===== config.mk =====
export PLATFORM = sky130hd
export DESIGN_NAME = lfsr_arb
export DESIGN_NICKNAME = d
export VERILOG_FILES = /design/src/rtl/lfsr_pkg.sv /design/src/rtl/lfsr_arb_rr_pick.sv /design/src/rtl/lfsr_arb.sv
export SDC_FILE = /design/constraint.sdc
export NUM_CORES = 1
export LEC_CHECK = 0
export ABC_AREA = 1
export ABC_CLOCK_PERIOD_IN_PS = 1500
export CORE_MARGIN = 2
export CORE_UTILIZATION = 30
export CTS_BUF_LIST = sky130_fd_sc_hd__clkbuf_2 sky130_fd_sc_hd__clkbuf_4 sky130_fd_sc_hd__clkbuf_8
export CTS_CLUSTER_DIAMETER = 40
export DETAILED_ROUTE_END_ITERATION = 10
export PLACE_DENSITY_LB_ADDON = 0.05
export SETUP_SLACK_MARGIN = 0.05
export SKIP_CTS_REPAIR_TIMING = 1
export SYNTH_ARGS = -nofsm -noshare
export SYNTH_HDL_FRONTEND = slang
export SYNTH_SLANG_ARGS = --single-unit
export TNS_END_PERCENT = 30

===== constraint.sdc =====
create_clock -name clk -period 1.5 [get_ports clk]
set_input_delay 0.225 -clock clk [delete_from_list [all_inputs] [get_ports clk]]
set_output_delay 0.225 -clock clk [all_outputs]
set_load 0.05 [all_outputs]

===== src/rtl/lfsr_pkg.sv =====
// lfsr_pkg: FSM state encoding and LFSR width shared by lfsr_arb and rr_pick.
package lfsr_pkg;
  localparam int LFSR_W = 16;
  typedef enum logic [2:0] {IDLE, STEP, DELIVER, SHK_TRG, SHK_WAIT} state_t;
endpackage


===== src/rtl/lfsr_arb_rr_pick.sv =====
// rr_pick: combinational round-robin search over req, starting at ptr.
module rr_pick
  import lfsr_pkg::*;
#(
  parameter int N  = 4,
  parameter int IW = 2
) (
  input  logic [N-1:0]  req,
  input  logic [IW-1:0] ptr,
  output logic [IW-1:0] winner,
  output logic          found
);
  logic [IW-1:0] k;
  always_comb begin
    winner = '0;
    found  = 1'b0;
    k      = '0;
    for (int i = N - 1; i >= 0; i--) begin
      k = IW'((int'(ptr) + i) % N);
      if (req[k]) begin
        winner = k;
        found  = 1'b1;
      end
    end
  end
endmodule


===== src/rtl/lfsr_arb.sv =====
// lfsr_arb: round-robin arbiter handing out external LFSR values, with reshuffle control.
// Optional LFSR_ARB_AUTO_SHK_EN adds an automatic reshuffle every GP_RESHUFFLE_PERIOD draws.
module lfsr_arb
  import lfsr_pkg::*;
#(
  parameter int GP_NUM_REQ          = 4,
  parameter int GP_SHK_WAIT         = 8,
  parameter int GP_RESHUFFLE_PERIOD = 256
) (
  input  logic                  clk,
  input  logic                  rst_n,
  input  logic [GP_NUM_REQ-1:0] req,
  input  logic                  shk_req,
  output logic [GP_NUM_REQ-1:0] gnt,
  output logic                  rnd_vld,
  output logic [LFSR_W-1:0]     rnd_data,
  output logic                  busy,
  output logic                  gen_en,
  output logic                  rgen_trg,
  input  logic [LFSR_W-1:0]     lfsr
);
  localparam int IW = $clog2(GP_NUM_REQ);

  if (GP_NUM_REQ < 2 || GP_NUM_REQ > 8 || GP_SHK_WAIT < 1 || GP_SHK_WAIT > 255 ||
      GP_RESHUFFLE_PERIOD < 1 || GP_RESHUFFLE_PERIOD > 65535) begin : g_bad_param
    $error("lfsr_arb: parameter out of range");
  end

  state_t            state, nxt;
  logic [IW-1:0]     ptr, win, pick;
  logic              found, pend, auto_shk;
  logic [7:0]        wait_cnt;
  logic [LFSR_W-1:0] data_q;

  rr_pick #(.N(GP_NUM_REQ), .IW(IW)) u_pick (
    .req    (req),
    .ptr    (ptr),
    .winner (pick),
    .found  (found)
  );

  // shk_req is honoured in the same IDLE cycle it arrives, ahead of any draw
  always_comb
    nxt = state == IDLE     ? ((pend || shk_req) ? SHK_TRG : found ? STEP : IDLE) :
          state == STEP     ? DELIVER :
          state == SHK_TRG  ? SHK_WAIT :
          (state == SHK_WAIT && wait_cnt != 8'(GP_SHK_WAIT - 1)) ? SHK_WAIT : IDLE;

  always_ff @(posedge clk or negedge rst_n) begin
    if (!rst_n) begin
      state    <= IDLE;
      ptr      <= '0;
      win      <= '0;
      pend     <= 1'b0;
      wait_cnt <= '0;
      data_q   <= '0;
      gnt      <= '0;
      rnd_vld  <= 1'b0;
      gen_en   <= 1'b0;
      rgen_trg <= 1'b0;
    end else begin
      state    <= nxt;
      pend     <= (pend | shk_req | auto_shk) & (nxt != SHK_TRG);
      wait_cnt <= state == SHK_WAIT ? wait_cnt + 8'd1 : 8'd0;
      if (state == IDLE && nxt == STEP) win <= pick;
      if (state == DELIVER) ptr <= win == IW'(GP_NUM_REQ - 1) ? '0 : win + 1'b1;
      if (state == DELIVER) data_q <= lfsr;
      gen_en   <= nxt == STEP;
      rgen_trg <= nxt == SHK_TRG;
      rnd_vld  <= nxt == DELIVER;
      gnt      <= nxt == DELIVER ? {{(GP_NUM_REQ-1){1'b0}}, 1'b1} << win : '0;
    end
  end

  // lfsr has already stepped by DELIVER, so it is passed straight through while valid
  assign rnd_data = rnd_vld ? lfsr : data_q;
  assign busy     = state != IDLE;

`ifdef LFSR_ARB_AUTO_SHK_EN
  logic [15:0] draw_cnt;
  assign auto_shk = state == DELIVER && draw_cnt == 16'(GP_RESHUFFLE_PERIOD - 1);
  always_ff @(posedge clk or negedge rst_n) begin
    if (!rst_n) draw_cnt <= '0;
    else if (state == DELIVER) draw_cnt <= auto_shk ? '0 : draw_cnt + 16'd1;
  end
`else
  assign auto_shk = 1'b0;
`endif
endmodule

==> impl_metrics.env <==
export IMPL_synthMuxAreaShare_pct=0
export IMPL_cts_buffers=5
export IMPL_crit_type="reg -> out"
export IMPL_cts_sinks=39
export IMPL_synth_area_sq_um=1990
export IMPL_vias_per_cell=4.44
export IMPL_place_congestion=0.834
export IMPL_yosys_top_cells_area="dfrtp_1 49%, nand2_1 9.1%, inv_1 7.6%"
export IMPL_wl_met2_um=1970
export IMPL_hold_path_class="in -> async"
export IMPL_slew_viol_final=0
export IMPL_drc=0
export IMPL_synthAdderAreaFrac_pct=3.15
export IMPL_grt_usage_pct=12.4
export IMPL_ys_ff_latch=39
export IMPL_design_core_area_sq_um=6390
export IMPL_worstPathArrival_ns=1.31
export IMPL_rsz0062_at_grt="yes"
export IMPL_synth_cell_types=24
export IMPL_clock_path_buffers=2
export IMPL_synthToLayoutAreaGrowth_pct=56.0
export IMPL_p_per_area_nw_per_um2=2640
export IMPL_start_kind="flop"
export IMPL_met3_length_um=233
export IMPL_cpMaxStageDelayCell="dfrtp_2"
export IMPL_start_util_pct=31.1
export IMPL_worst_slew_pin_slew_ns=0.501
export IMPL_cts_root_buf="clkbuf_8"
export IMPL_drive_above_1_share_pct=30.1
export IMPL_io_pins=47
export IMPL_cp_max_fo=16
export IMPL_cts_tree="done"
export IMPL_insertion_delay_ns=0.29
export IMPL_grt_remaining_overflow=0
export IMPL_ff2ff_setup_slack_ns=0.16
export IMPL_crit_required_ns=1.27
export IMPL_io_buffers=46
export IMPL_seq_area_frac_synth_pct=49.1
export IMPL_fin_crit_ns=1.53
export IMPL_syn_avg_cell_area_sq_um=7.92
export IMPL_dieWidth_um=85.4
export IMPL_drtAntennaViolNets=0
export IMPL_die_y_um=85.4
export IMPL_grt_pass1_wl_um=7150
export IMPL_path_clk_slew_ns=0.07
export IMPL_fmax_mhz=653
export IMPL_yosysTopAreaCell="dfrtp_1"
export IMPL_drtIter0Drc=97
export IMPL_synth_top_family_by_area="simple AND/OR/NAND/NOR gates"
export IMPL_synth_xor_area_share_pct=0.441
export IMPL_violations="setup timing"
export IMPL_nets=337
export IMPL_fin_skew_ns=0.00365
export IMPL_dieArea_sq_um=7290
export IMPL_r2r_start="ptr[0]"
export IMPL_synth_simple_area_share_pct=24.0
export IMPL_cap_violations=0
export IMPL_peakVddDrop_mv=2.03
export IMPL_synth_fp_nets=279
export IMPL_timing_final_crit_share_pct=102
export IMPL_num_vias=1713
export IMPL_syn_inst=251
export IMPL_htree_num_levels=2
export IMPL_dr_pass1_iters=4
export IMPL_synth_top_area_share_pct=49.1
export IMPL_dp_cells=372
export IMPL_relSlewSlack_pct=66.6
export IMPL_synth_compound_area_share_pct=12.8
export IMPL_setup_tns_ns=-0.112
export IMPL_status="finished, violations left"
export IMPL_ff2ff_path_depth=8
export IMPL_final_setup_viol_count=9
export IMPL_endpoint_kind="output port"
export IMPL_rr_endpoint="win[1]"
export IMPL_wl_um=4410
export IMPL_max_stage_delay_ns=0.44
export IMPL_hold_viol=0
export IMPL_dp_hpwl_um=3030
export IMPL_setup_ws_ns=-0.0315
export IMPL_std_cell_rows=29
export IMPL_grt_pass1_vias=1541
export IMPL_wl_per_cell_um=11.4
export IMPL_wl_met1_um=2140
export IMPL_antenna_found_initial=0
export IMPL_ys_warn_count=0
export IMPL_place_ws_ns=-0.0462
export IMPL_grt_start_max_net_pins=34
export IMPL_finalNonFillerCells=386
export IMPL_highest_layer="met4"
export IMPL_cp_cell_sequence="clkbuf_16, a21oi_4, buf_12"
export IMPL_leakage_nw=1.45
export IMPL_antenna_cells=0
==> logic make-up (layout without fill, tap and decap cells) <==
| family | count (synthesis) | in the layout |
|---|---|---|
| buf+inv | 53 | 111 |
| flops | 39 | 39 |
| xor+xnor | 1 | 1 |
| simple gates | 105 | 105 |
| fa+ha+maj | 5 | 5 |
| compound gates | 48 | 48 |
==> Yosys cell counts, drive strengths merged <==
cell / n
nand2: 51
inv: 46
dfrtp: 39
nor2: 36
o21ai: 26
a21oi: 21
nand3: 11
ha: 5
nor3: 5
buf: 4
clkbuf: 3
nand4: 2
o31ai: 1
xnor2: 1
==> registers in the layout, summed over array words and instances (netlist names) <==
register	cells
win	2
state	3
gen_en	1
pend	1
rnd_vld	1
wait_cnt	8
data_q	16
gnt	4
rgen_trg	1
ptr	2
==> worst max-delay path: cells and delay by family (launching register included) <==
kind	cells	cell delay, ns
DFF	1	0.44
buffers and inverters	2	0.39
AOI/OAI and AO/OA	1	0.19
==> how the worst max path moves through the flow <==
| stage | from | to |
|---|---|---|
| 2_1_floorplan | rnd_vld | rnd_data[0] |
| 3_3_place_gp | req[3] | win[1] |
| 3_5_place_dp | req[3] | win[1] |
| 4_1_cts | state[2] | busy |
| 5_1_grt | rnd_vld | rnd_data[3] |
| 6_report | rnd_vld | rnd_data[3] |
==> cell usage in the layout (no fill, tap or decap), types with 3 or more instances in the layout <==
master / instances
nor2_1: 23
clkbuf_8: 6
nand3_1: 10
dfrtp_1: 35
a21oi_1: 4
nand2_2: 3
a21oi_4: 16
nand2_1: 48
clkdlybuf4s50_1: 21
buf_4: 14
ha_1: 5
o21ai_1: 18
o21ai_0: 7
nor2_2: 11
inv_2: 7
buf_12: 20
dfrtp_2: 4
inv_1: 38
==> power by group <==
group / internal, mW / leakage (nW) / switching (mW) / total [mW]
Sequential: 1.44 / 0.498 / 0.314 / 1.75
Clock: 0.361 / 0.0470 / 0.354 / 0.715
Combinational: 2.47 / 0.904 / 3.24 / 5.71
Total: 4.27 / 1.45 / 3.91 / 8.18
==> routing by layer <==
metal / vias up / global-route usage (%)
met1: 763 / 16.6
met2: 46 / 19.1
li1: 897 / -
met5: - / 0
met3: 7 / 3.21
met4: 0 / 4.76
==> through the flow <==
step,area (sq um),total power [mW],hold slack [ns],util [%]
final,3100,8.18,0.435,48.6
after detailed placement,2880,7.18,0.232,45.2
after floorplan,2160,5.06,-0.0706,-
after global placement,2880,7.15,0.231,45.2
after global routing,3100,8.70,0.487,48.6
after CTS,2970,7.92,-0.0878,46.5
==> area by class of cell <==
cell class / count / area (sq um)
flip-flops and latches: 39 / 981
inverters: 46 / 178
clock inverters: 1 / 5.00
multi-input cells: 159 / 1000
well taps: 77 / 96.3
repair buffers: 58 / 756
clock buffers: 6 / 82.6
fillers: 599 / 3280
Power figures use the tool's default switching activity.
